==> config.mk <==
export PLATFORM = sky130hd
export DESIGN_NAME = bram_port_arbiter
export DESIGN_NICKNAME = d
export VERILOG_FILES = /design/src/rtl/bram_port_arbiter.sv
export SDC_FILE = /design/constraint.sdc
export NUM_CORES = 1
export LEC_CHECK = 0
export CELL_PAD_IN_SITES_DETAIL_PLACEMENT = 1
export CELL_PAD_IN_SITES_GLOBAL_PLACEMENT = 1
export CORE_ASPECT_RATIO = 0.8
export CORE_MARGIN = 8
export CORE_UTILIZATION = 41
export CTS_CLUSTER_DIAMETER = 40
export CTS_CLUSTER_SIZE = 20
export DETAILED_ROUTE_END_ITERATION = 8
export GPL_TIMING_DRIVEN = 0
export HOLD_SLACK_MARGIN = 0.05
export PLACE_DENSITY = 0.79
export SLEW_MARGIN = 5
export SYNTH_ARGS = -nofsm -noshare
export SYNTH_HDL_FRONTEND = slang
export SYNTH_SLANG_ARGS = --single-unit
==> constraint.sdc <==
create_clock -name clk -period 2.1 [get_ports clk]
set_input_delay 0.315 -clock clk [delete_from_list [all_inputs] [get_ports clk]]
set_output_delay 0.315 -clock clk [all_outputs]
set_load 0.005 [all_outputs]
==> src/rtl/bram_port_arbiter.sv <==
// bram_port_arbiter
//   Shares one frame-buffer BRAM port between a buffered NTSC pixel writer, a
//   real-time VGA pixel reader and a frame-clear sequencer.
//   Slot priority per cycle: forced write > read > clear word > FIFO write > idle.
//   A forced write happens after MAX_READ_BURST read grants made while the FIFO
//   was non-empty, so the writer is never starved.
// Ports
//   clk, reset_n              clock, asynchronous active-low reset
//   wr_req/wr_addr/wr_data    write request into the FIFO (accepted with wr_ready)
//   wr_ready, wr_level        FIFO not full, FIFO occupancy
//   rd_req/rd_addr            read request (accepted with rd_ready)
//   rd_ready                  read may be granted this cycle
//   rd_valid, rd_data         read result, three cycles after acceptance
//   clear_start, clear_busy   start / progress of the clear sequence
//   bram_addr/din/we          registered BRAM port controls
//   bram_dout                 BRAM read data, one cycle after the address
module bram_port_arbiter #(
  parameter int unsigned       ADDR_W         = 14,
  parameter int unsigned       DATA_W         = 36,
  parameter int unsigned       DEPTH          = 16384,
  parameter int unsigned       FIFO_DEPTH     = 4,
  parameter int unsigned       MAX_READ_BURST = 8,
  parameter logic [DATA_W-1:0] CLEAR_VALUE    = '0
) (
  input  logic              clk,
  input  logic              reset_n,
  input  logic              wr_req,
  input  logic [ADDR_W-1:0] wr_addr,
  input  logic [DATA_W-1:0] wr_data,
  output logic              wr_ready,
  output logic [2:0]        wr_level,
  input  logic              rd_req,
  input  logic [ADDR_W-1:0] rd_addr,
  output logic              rd_ready,
  output logic              rd_valid,
  output logic [DATA_W-1:0] rd_data,
  input  logic              clear_start,
  output logic              clear_busy,
  output logic [ADDR_W-1:0] bram_addr,
  output logic [DATA_W-1:0] bram_din,
  output logic              bram_we,
  input  logic [DATA_W-1:0] bram_dout
);

  localparam int unsigned PTR_W   = $clog2(FIFO_DEPTH);
  localparam int unsigned LVL_W   = PTR_W + 1;
  localparam int unsigned BURST_W = $clog2(MAX_READ_BURST + 1);

  typedef enum logic {IDLE, CLEAR} state_t;

  state_t              state;
  logic [ADDR_W-1:0]   clear_cnt;

  logic [ADDR_W-1:0]   fifo_addr [FIFO_DEPTH];
  logic [DATA_W-1:0]   fifo_data [FIFO_DEPTH];
  logic [PTR_W-1:0]    wptr;
  logic [PTR_W-1:0]    rptr;
  logic [LVL_W-1:0]    level;

  logic [BURST_W-1:0]  burst_cnt;
  logic [1:0]          rd_pipe;

  logic fifo_empty;
  logic fifo_full;
  logic forced_write;
  logic push;
  logic rd_grant;
  logic clear_grant;
  logic fifo_grant;

  always_comb begin
    fifo_empty   = (level == '0);
    fifo_full    = (level == LVL_W'(FIFO_DEPTH));
    forced_write = (burst_cnt == BURST_W'(MAX_READ_BURST)) && !fifo_empty;
    rd_ready     = !forced_write;
    wr_ready     = !fifo_full;
    wr_level     = 3'(level);
    push         = wr_req && wr_ready;
    rd_grant     = rd_req && !forced_write;
    clear_grant  = !forced_write && !rd_req && (state == CLEAR);
    // FIFO drains either through a forced slot or through a slot nobody else wants
    fifo_grant   = forced_write || (!rd_req && (state != CLEAR) && !fifo_empty);
  end

  // FIFO storage needs no reset: occupancy is tracked by level/pointers
  always_ff @(posedge clk) begin
    if (push) begin
      fifo_addr[wptr] <= wr_addr;
      fifo_data[wptr] <= wr_data;
    end
  end

  always_ff @(posedge clk or negedge reset_n) begin
    if (!reset_n) begin
      wptr  <= '0;
      rptr  <= '0;
      level <= '0;
    end else begin
      if (push)       wptr <= wptr + PTR_W'(1);
      if (fifo_grant) rptr <= rptr + PTR_W'(1);
      case ({push, fifo_grant})
        2'b10:   level <= level + LVL_W'(1);
        2'b01:   level <= level - LVL_W'(1);
        default: level <= level;
      endcase
    end
  end

  // Burst limiter: only reads granted while a write is waiting count
  always_ff @(posedge clk or negedge reset_n) begin
    if (!reset_n) begin
      burst_cnt <= '0;
    end else if (rd_grant) begin
      if (fifo_empty)
        burst_cnt <= '0;
      else if (burst_cnt != BURST_W'(MAX_READ_BURST))
        burst_cnt <= burst_cnt + BURST_W'(1);
    end else begin
      burst_cnt <= '0;
    end
  end

  // Clear sequencer
  always_ff @(posedge clk or negedge reset_n) begin
    if (!reset_n) begin
      state      <= IDLE;
      clear_cnt  <= '0;
      clear_busy <= 1'b0;
    end else begin
      case (state)
        IDLE: begin
          if (clear_start) begin
            state      <= CLEAR;
            clear_cnt  <= '0;
            clear_busy <= 1'b1;
          end
        end
        CLEAR: begin
          if (clear_grant) begin
            if (clear_cnt == ADDR_W'(DEPTH - 1)) begin
              state      <= IDLE;
              clear_busy <= 1'b0;
            end
            clear_cnt <= clear_cnt + ADDR_W'(1);
          end
        end
        default: state <= IDLE;
      endcase
    end
  end

  // BRAM port drive; the grants are mutually exclusive
  always_ff @(posedge clk or negedge reset_n) begin
    if (!reset_n) begin
      bram_addr <= '0;
      bram_din  <= '0;
      bram_we   <= 1'b0;
    end else begin
      bram_we <= 1'b0;
      if (fifo_grant) begin
        bram_addr <= fifo_addr[rptr];
        bram_din  <= fifo_data[rptr];
        bram_we   <= 1'b1;
      end else if (rd_grant) begin
        bram_addr <= rd_addr;
      end else if (clear_grant) begin
        bram_addr <= clear_cnt;
        bram_din  <= CLEAR_VALUE;
        bram_we   <= 1'b1;
      end
    end
  end

  // Read return: address out at N+1, BRAM data at N+2, registered at N+3
  always_ff @(posedge clk or negedge reset_n) begin
    if (!reset_n) begin
      rd_pipe  <= '0;
      rd_valid <= 1'b0;
      rd_data  <= '0;
    end else begin
      rd_pipe  <= {rd_pipe[0], rd_grant};
      rd_valid <= rd_pipe[1];
      if (rd_pipe[1]) rd_data <= bram_dout;
    end
  end

endmodule

==> results of run 1 <==
cell type report:
cell class | instances | area [um^2] | area share, %
Clock inverter | 29 | 277.8 | 1.724
Clock buffer | 41 | 972.2 | 6.035
Multi-Input combinational cell | 298 | 3075 | 19.09
Inverter | 12 | 47.55 | 0.2951
Timing Repair Buffer | 209 | 2085 | 12.94
Sequential cell | 317 | 8935 | 55.46
Buffer | 36 | 245.2 | 1.522
Tap cell | 377 | 471.7 | 2.928
worst min path at each step:
| stage | startpoint | to |
|---|---|---|
| after CTS | rd_req | rd_pipe[0]$_DFF_PN0_ |
| after floorplan | reset_n | bram_addr[0]$_DFFE_PN0P_ |
| after detailed placement | reset_n | bram_din[10]$_DFFE_PN0P_ |
| after global routing | rd_req | rd_pipe[0]$_DFF_PN0_ |
| final | rd_req | rd_pipe[0]$_DFF_PN0_ |
| after global placement | rd_pipe[0]$_DFF_PN0_ | rd_pipe[1]$_DFF_PN0_ |
critical path, cell delays in order (launching register included):
cell and delay, ns:
dfrtp_1 0.39, or2_0 0.20, buf_4 0.16, a21o_4 0.22
inv_4 0.06, buf_8 0.09, ha_4 0.12, inv_2 0.04
fa_2 0.33, xor2_1 0.15, nor2_1 0.13, xor2_1 0.16
registers in the layout (all words and copies together) (netlist names), 3 cells and up:
register,flops
rd_data,36
wr_level,3
clear_cnt,14
bram_din,36
burst_cnt,4
fifo_data,144
bram_addr,14
fifo_addr,56
cells by family (layout without fill, tap and decap cells):
kind of cell / after synthesis / after routing / synth area share (%)
flip-flops: 317 / 317 / 73.18
AO/OA/AOI/OAI: 116 / 116 / 7.031
multiplexers: 90 / 90 / 12.88
AND/OR/NAND/NOR: 74 / 74 / 3.157
buffers and inverters: 48 / 327 / 2.121
adder cells (fa/ha/maj): 9 / 9 / 0.9839
XOR/XNOR: 9 / 9 / 0.6456
per-layer routing:
metal	vias up	wire length, um
met3	39	2127
li1	3132	-
met5	-	26
met2	221	14860
met1	3621	12830
met4	4	481
cell usage in the layout (no fill, tap or decap), types with 4 or more instances in the layout:
cell / n
edfxtp_1: 200
nor2_1: 21
dfrtp_1: 116
inv_8: 5
ha_1: 6
or3_1: 4
xnor2_1: 5
buf_4: 13
a22o_1: 36
nand3_1: 8
buf_1: 5
clkinv_2: 5
clkbuf_16: 38
buf_6: 5
clkdlybuf4s50_1: 194
buf_8: 5
and3_4: 4
mux2_2: 37
a2bb2oi_1: 11
o21ai_0: 18
nand2_1: 15
clkinvlp_4: 5
a21oi_1: 15
inv_6: 5
buf_2: 9
o22ai_1: 14
inv_1: 6
clkbuf_1: 11
mux4_2: 50
inv_2: 5
xor2_1: 4
through the flow:
step | utilization (%) | worst slack, ns | hold WS [ns] | power, mW | std cells
5_1_grt | 55.00 | -0.1627 | 0.2485 | 19.00 | 1319
2_1_floorplan | - | -0.1146 | 0.01941 | 10.37 | 663
6_report | 55.00 | -0.03397 | 0.2539 | 18.16 | 1319
3_3_place_gp | 50.12 | -4.391 | 0.3370 | 11.74 | 1237
3_5_place_dp | 50.27 | -0.4649 | 0.2908 | 11.91 | 1238
4_1_cts | 54.96 | -0.03431 | 0.2124 | 18.45 | 1319
power by group:
part / switching, mW / internal (mW)
combinational: 1.81 / 1.77
sequential: 0.395 / 7.80
clock: 2.77 / 3.62
repair_timing:
action,CTS,global route
hold buffers,1,0
endpoints found under the setup margin,4,7
setup buffers,10,0
resized for setup,16,8
hold endpoints to repair,42,0
pin swaps,3,4
gates cloned,0,0
==> results_dict.tcl, run 1 <==
set metrics [dict create \
    grt-busiest-layer "met2" \
    status "complete, but fails checks" \
    synthFlopType "edfxtp_1" \
    rrSetupSlack_ns -0.03 \
    rsz0062_at_grt "yes" \
    gp_congestion 0.7875 \
    viasPerCell 5.320 \
    synth_area_leaders "edfxtp_1 49%, dfrtp_1 24%, mux4_2 9.2%, mux2_2 3.4%, a22o_1 2.6%" \
    fin_nets 1026 \
    synth-async-reset-ratio_pct 36.91 \
    wl_um 30330 \
    ys.warnings.count 0 \
    ys_ff_latch 317 \
    tightest_slew_ns 0.8482 \
    leakage_nw 5.925 \
    syn-cell-area_um2 12210 \
    worst-setup-path-type "flip-flop to flip-flop" \
    synth.top_cells.by_count "200 x edfxtp_1, 117 x dfrtp_1, 50 x mux4_2, 37 x mux2_2, 36 x a22o_1" \
    synth_seq_area_share_pct 73.18 \
    violations "negative setup slack" \
    antenna_found_initial 2 \
    endpoint_kind "flip-flop" \
    worstPathMaxFanout 6 \
    tritoncts "yes" \
    rows 56 \
    p_per_area_nw_per_um2 1127 \
    grtUsageTotal_pct 17.22 \
    syn_avg_cell_area_um2 18.41 \
    yosysUniqueCellTypes 51 \
    vdd_drop_max_mv 0.9065 \
    htree_levels 2 \
    clk_path_buf_depth 3 \
    place_hpwl_um 19950 \
    synth_top_area_share_pct 49.20 \
    crit_path_start "state$_DFF_PN0_" \
    grt_pass1_vias 7941 \
    dpl-instance-area_um2 14720 \
    grt_overflow_total 0 \
    core_um2 29290 \
    yosys.area.top_type "edfxtp_1" \
    avgRoutedWirePerCell_um 22.99 \
    min_path_type "input port to flip-flop" \
    drc 0 \
    grt_use_met1_pct 21.58 \
    fmax_mhz 468.6 \
    root_buffer "clkbuf_16" \
    start_util_pct 41.68 \
    arrival_ns 2.58 \
    met2_usage_pct 28.97 \
    die_h_um 170.3 \
    antenna_left 0 \
    setup_viol 1 \
    ios 199 \
    setup_ws_ns -0.03397 \
    synth_nets 777 \
    rr_endpoint "wr_level[2]$_DFFE_PN0P_" \
    slew_headroom_pct 43.45 \
    grt_start_max_net_pins 76 \
    grt_use_met3_pct 5.349 \
    fin_crit_sh_pct 101.6 \
    syn_inst 663 \
    io_buffer_count 197 \
    clkSinkCount 317 \
    final.min_clock_period_ns 2.134 \
    cap_violations 0 \
    syn2layout_area_growth_pct 31.96 \
    die_area_um2 35590 \
    clk_latency_ns 0.53 \
    grt_pass1_wl_um 47400 \
    synth_most_common_cell "edfxtp_1" \
    drive_above_1_share_pct 22.19 \
    diodes 0 \
    worst_r2r_path_depth 11 \
    hold_viol 0 \
    required_ns 2.54 \
    skew_ns 0.02026 \
    synth_enable_flop_cells 200 \
    cts.clk_slew.worst_paths_ns 0.06 \
    via_count 7017 \
    fillers 2696 \
    maxSlewViolCount 0 \
    finalSetupTns_ns -0.03397 \
    fp.dieW_um 208.9 \
    drt_iter0_drc 401 \
    start_kind "flip-flop" \
    first_pass_iters 4 \
    cts-buffers-inserted 38 \
    final_area_um2 16110 \
    worstHoldPathCells 3 \
    cp-endpoint "wr_level[2]$_DFFE_PN0P_" \
    r2r-start "state$_DFF_PN0_" \
]
Power figures use the tool's default switching activity.
==> run 2: changes to the inputs <==
--- a/config.mk
+++ b/config.mk
@@ -9,13 +9,14 @@
 export CELL_PAD_IN_SITES_GLOBAL_PLACEMENT = 1
 export CORE_ASPECT_RATIO = 0.8
 export CORE_MARGIN = 8
-export CORE_UTILIZATION = 41
+export CORE_UTILIZATION = 40
 export CTS_CLUSTER_DIAMETER = 40
 export CTS_CLUSTER_SIZE = 20
 export DETAILED_ROUTE_END_ITERATION = 8
 export GPL_TIMING_DRIVEN = 0
 export HOLD_SLACK_MARGIN = 0.05
-export PLACE_DENSITY = 0.79
+export PLACE_DENSITY = 0.78
+export RECOVER_POWER = 100
 export SLEW_MARGIN = 5
 export SYNTH_ARGS = -nofsm -noshare
 export SYNTH_HDL_FRONTEND = slang
==> results_dict.tcl, run 2 (same netlist as run 1, synthesis figures left out) <==
set metrics [dict create \
    status "completed" \
    worst-setup-path-type "flip-flop to flip-flop" \
    whs_ns 0.2864 \
    maxSlewViolCount 0 \
    antenna_left 0 \
    grtUsageTotal_pct 16.89 \
    p_int_mw 13.46 \
    place_ws_ns -0.4412 \
    clk_path_buf_depth 3 \
    slew_headroom_pct 15.32 \
    clk_latency_ns 0.53 \
    rrSetupSlack_ns 0.003 \
    cts.clk_slew.worst_paths_ns 0.06 \
    start_kind "flip-flop" \
    hold_viol 0 \
    finalSetupTns_ns 0 \
    min_path_type "input port to flip-flop" \
    start_util_pct 40.37 \
    die_area_um2 36400 \
    worst_r2r_path_depth 9 \
    core_um2 30240 \
    cts-buffers-inserted 40 \
    root_buffer "clkbuf_16" \
    final_cell_mix "200 x edfxtp_1, 144 x clkdlybuf4s50_1, 115 x dfrtp_1" \
    fillers 2833 \
    crit_chain "inv_2 > ha_4 > and3b_1 > buf_6 > buf_4 > a21oi_1 > o21bai_4 > buf_8 > a22o_1" \
    rsz0062_at_grt "yes" \
    p_switching_mw 5.265 \
    largest_register_ffs 144 \
    seq_area_um2 8936 \
    vdd_drop_max_mv 0.9146 \
    cap_violations 0 \
    p_per_area_nw_per_um2 1153 \
    fin_crit_sh_pct 99.86 \
    io_buffer_count 197 \
    crit_path_max_incr_delay_ns 0.36 \
    grt_overflow_total 0 \
    grt_start_max_net_pins 77 \
    antenna_found_initial 8 \
    reg_top3 "fifo_data x144, fifo_addr x56" \
    leakage_nw 5.981 \
    path_buf_inv 4 \
    arrival_ns 2.56 \
    fin_total_pwr_mw 18.73 \
    skew_ns 0.01940 \
    hold_end "rd_pipe[0]$_DFF_PN0_" \
    crit_path_top_delay_cell "dfrtp_1" \
    die_h_um 172.3 \
    fp.dieW_um 211.3 \
    syn2layout_area_growth_pct 33.01 \
    multiInputGateArea_um2 3072 \
    first_pass_iters 4 \
    drt_iter0_drc 371 \
    tritoncts "yes" \
    rr_endpoint "bram_din[21]$_DFFE_PN0P_" \
    dpl-instance-area_um2 14770 \
    fmax_mhz 476.8 \
    rows 57 \
    ios 199 \
    p_seq_share_pct 43.8 \
    clkSinkCount 317 \
    htree_levels 2 \
    grt_pass1_vias 7863 \
    worstPathMaxFanout 10 \
    cp_top_family "compound AO/OA/AOI/OAI gates" \
    fin_nets 1025 \
    gp_congestion 0.7969 \
    drc 0 \
    avgRoutedWirePerCell_um 22.66 \
    setup_viol 0 \
    place_hpwl_um 20170 \
    swShare_pct 28.11 \
    required_ns 2.56 \
    viasPerCell 5.234 \
    p_clk_share_pct 37.3 \
    tightest_slew_ns 1.270 \
    grt_pass1_wl_um 47110 \
    mostFrequentLayoutCell "edfxtp_1" \
    final_area_um2 16240 \
    hp-start "rd_req" \
    via_count 7103 \
    combPwrFrac_pct 18.9 \
    wl_um 30760 \
    setup_ws_ns 0.002865 \
    r2r-start "burst_cnt[1]$_DFFE_PN0P_" \
    worstHoldPathCells 3 \
    drive_above_1_share_pct 22.48 \
    top_register "fifo_data" \
    final.min_clock_period_ns 2.097 \
    endpoint_kind "flip-flop" \
]
run 2: changes by cell type in the layout (fill, tap and decap cells not counted), sizes merged:
| cell | before | now |
|---|---|---|
| diode | 0 | 1 |
| dlygate4sd3 | 1 | 51 |
| inv | 23 | 29 |
| clkdlybuf4s50 | 194 | 144 |
| clkbuf | 51 | 54 |
| clkinvlp | 5 | 2 |
| clkdlybuf4s15 | 1 | 0 |
| buf | 38 | 34 |
run 2: repair_timing:
action | CTS | global route
buffers inserted | 7 | 1
setup endpoints to repair | 4 | 10
pin swaps | 3 | 5
hold endpoints to repair | 41 | 0
gates resized for setup | 18 | 7
cloned | 0 | 0
hold buffers | 1 | 0
run 2: tightest hold or removal path, cell delays in order:
cell     delay (ns)
buf_2          0.14
inv_1          0.17
a21oi_1        0.12
run 2: worst max-delay path by stage:
stage / from / end / slack (ns) / cells after the start
2_1_floorplan: burst_cnt[0]$_DFFE_PN0P_ / wr_level[2]$_DFFE_PN0P_ / -0.11 / 12
3_3_place_gp: reset_n / wr_level[2]$_DFFE_PN0P_ / -4.39 / 1
3_5_place_dp: burst_cnt[0]$_DFFE_PN0P_ / wr_level[2]$_DFFE_PN0P_ / -0.44 / 12
4_1_cts: burst_cnt[0]$_DFFE_PN0P_ / wr_level[2]$_DFFE_PN0P_ / -0.01 / 12
5_1_grt: burst_cnt[0]$_DFFE_PN0P_ / wr_level[2]$_DFFE_PN0P_ / -0.1 / 11
6_report: burst_cnt[1]$_DFFE_PN0P_ / bram_din[21]$_DFFE_PN0P_ / 0.003 / 9
run 2: final cells by class:
class                           instances  share of cell area, %
Buffer                                 35                  1.402
Tap cell                              413                  3.182
Clock buffer                           42                  6.342
Inverter                               12                 0.2928
Antenna cell                            1                0.01541
Sequential cell                       317                  55.03
Timing Repair Buffer                  207                  12.60
Clock inverter                         32                  2.219
Multi-Input combinational cell        298                  18.92
run 2: power groups by stage:
stage / logic (mW) / registers (mW) / clock network (mW)
3_5_place_dp: 3.59 / 8.33 / 0
6_report: 3.54 / 8.20 / 6.98
3_3_place_gp: 3.48 / 8.28 / 0
2_1_floorplan: 2.16 / 8.20 / 0
5_1_grt: 3.87 / 8.30 / 7.37
4_1_cts: 3.65 / 8.21 / 7.15
run 2: per-layer routing:
| metal | vias to the layer above | global-route usage [%] | part of all wire, % |
|---|---|---|---|
| met5 | - | 0 | 0.23 |
| met4 | 12 | 4.525 | 2.0 |
| met3 | 58 | 4.855 | 6.6 |
| met2 | 213 | 27.73 | 47 |
| met1 | 3669 | 21.93 | 44 |
| li1 | 3151 | - | - |
run 2: metrics by stage:
step                      std cells  utilization (%)
after detailed placement       1274            48.84
after floorplan                 663                -
after CTS                      1356            53.75
final                          1357            53.70
after global routing           1357            53.70
after global placement         1273            48.70
==> run 3: changes to the inputs <==
--- a/config.mk
+++ b/config.mk
@@ -11,7 +11,7 @@
 export CORE_MARGIN = 8
 export CORE_UTILIZATION = 40
 export CTS_CLUSTER_DIAMETER = 40
-export CTS_CLUSTER_SIZE = 20
+export CTS_CLUSTER_SIZE = 16
 export DETAILED_ROUTE_END_ITERATION = 8
 export GPL_TIMING_DRIVEN = 0
 export HOLD_SLACK_MARGIN = 0.05
==> results_dict.tcl, run 3 (same netlist as run 1, synthesis figures left out) <==
set metrics [dict create \
    reg_top3 "fifo_data x144, fifo_addr x56" \
    syn2layout_area_growth_pct 33.12 \
    root_buffer "clkbuf_16" \
    place_inst 1274 \
    finalSetupTns_ns 0 \
    avgRoutedWirePerCell_um 22.87 \
    tritoncts "yes" \
    cap_violations 0 \
    hold_viol 0 \
    start_kind "flip-flop" \
    setup_viol 0 \
    rows 57 \
    final.min_clock_period_ns 2.093 \
    grt_pass1_vias 7902 \
    final_cell_mix "200 x edfxtp_1, 144 x clkdlybuf4s50_1, 115 x dfrtp_1" \
    cts.clk_slew.worst_paths_ns 0.06 \
    min_path_type "input port to flip-flop" \
    p_per_area_nw_per_um2 1160 \
    grtUsageTotal_pct 17.06 \
    fp.dieW_um 211.3 \
    gp_congestion 0.7969 \
    ios 199 \
    arrival_ns 2.56 \
    antenna_left 0 \
    path_buf_inv 4 \
    die_h_um 172.3 \
    drt_iter0_drc 364 \
    maxSlewViolCount 0 \
    vdd_drop_max_mv 0.7279 \
    first_pass_iters 4 \
    cts-buffers-inserted 40 \
    core_um2 30240 \
    place_hpwl_um 20170 \
    grt_start_max_net_pins 77 \
    rrSetupSlack_ns 0.007 \
    status "completed" \
    seq_area_um2 8936 \
    clk_latency_ns 0.53 \
    r2r-start "burst_cnt[1]$_DFFE_PN0P_" \
    largest_register_ffs 144 \
    crit_chain "inv_2 > ha_4 > and3b_1 > buf_6 > buf_4 > a21oi_1 > o21bai_4 > buf_8 > a22o_1" \
    hp-start "rd_req" \
    htree_levels 2 \
    via_count 7045 \
    drive_above_1_share_pct 22.48 \
    clk_path_buf_depth 3 \
    io_buffer_count 197 \
    fin_nets 1025 \
    wl_um 31040 \
    clkSinkCount 317 \
    antenna_found_initial 8 \
    rsz0062_at_grt "yes" \
    stdcell_count 1357 \
    grt_overflow_total 0 \
    tightest_slew_ns 1.243 \
    start_util_pct 40.37 \
    leakage_nw 5.991 \
    worstPathMaxFanout 10 \
    skew_ns 0.02016 \
    grt_pass1_wl_um 47540 \
    endpoint_kind "flip-flop" \
    multiInputGateArea_um2 3072 \
    cp_top_family "compound AO/OA/AOI/OAI gates" \
    slew_headroom_pct 17.14 \
    worst-setup-path-type "flip-flop to flip-flop" \
    crit_path_max_incr_delay_ns 0.36 \
    crit_path_top_delay_cell "dfrtp_1" \
    fin_crit_sh_pct 99.67 \
    drc 0 \
    fmax_mhz 477.8 \
    viasPerCell 5.192 \
    die_area_um2 36400 \
    top_register "fifo_data" \
    required_ns 2.57 \
    fillers 2830 \
    crit_path_start "burst_cnt[1]$_DFFE_PN0P_" \
    mostFrequentLayoutCell "edfxtp_1" \
]
==> run 3: report_power, final <==
part / switching (mW) / internal (mW)
sequential: 0.413 / 7.80
clock: 2.98 / 4.13
combinational: 1.80 / 1.73
==> run 3: timing repair <==
item / CTS / global route
endpoints found under the setup margin: 4 / 18
endpoints found under the hold margin: 41 / 0
resized for setup: 17 / 8
hold buffers: 1 / 0
buffers inserted: 7 / 1
pin swaps: 3 / 5
==> run 3: final cells by class <==
| class | count | share of cell area [%] |
|---|---|---|
| Timing Repair Buffer | 207 | 12.59 |
| Clock buffer | 42 | 6.336 |
| Tap cell | 413 | 3.180 |
| Buffer | 35 | 1.401 |
| Inverter | 12 | 0.2926 |
| Clock inverter | 32 | 2.302 |
| Multi-Input combinational cell | 298 | 18.90 |
| Antenna cell | 1 | 0.01540 |
| Sequential cell | 317 | 54.99 |
==> run 3: path summary, 6_finish.rpt <==
path / to / depth (start not counted)
setup / recovery: bram_din[23]$_DFFE_PN0P_ / 9
hold / removal: rd_pipe[0]$_DFF_PN0_ / 3
setup reg to reg: bram_din[23]$_DFFE_PN0P_ / 9
hold reg to reg: rd_pipe[1]$_DFF_PN0_ / 0
max in group asynchronous: wr_level[0]$_DFFE_PN0P_ / 3
min in group asynchronous: bram_din[35]$_DFFE_PN0P_ / 2
==> run 3: worst reg2reg max path: cells and delay by family (launching register included) <==
family                   cells  cell delay (ns)
AND/OR/NAND/NOR              1             0.18
adder cells (fa/ha/maj)      1             0.16
AO/OA/AOI/OAI                3             0.80
buffers and inverters        4             0.53
flip-flops                   1             0.36
==> run 3: layer usage <==
metal	part of all wire [%]	vias to the layer above	routed length, um	track usage [%]
met4	1.9	12	590	4.555
met1	44	3607	13550	21.98
met2	47	225	14650	28.24
met5	0.24	-	74	0
li1	-	3145	-	-
met3	7.0	56	2175	4.909
==> run 3: per-stage QoR <==
step | total power [mW] | hold slack (ns) | area (um^2) | util (%) | worst slack [ns]
floorplan | 10.37 | 0.01941 | 12240 | - | -0.1146
global placement | 11.76 | 0.3330 | 14730 | 48.70 | -4.390
detailed placement | 11.92 | 0.2865 | 14770 | 48.84 | -0.4412
CTS | 19.15 | 0.2254 | 16270 | 53.82 | -0.009627
global route | 19.68 | 0.3159 | 16250 | 53.74 | -0.1039
finish | 18.86 | 0.2815 | 16250 | 53.74 | 0.006971
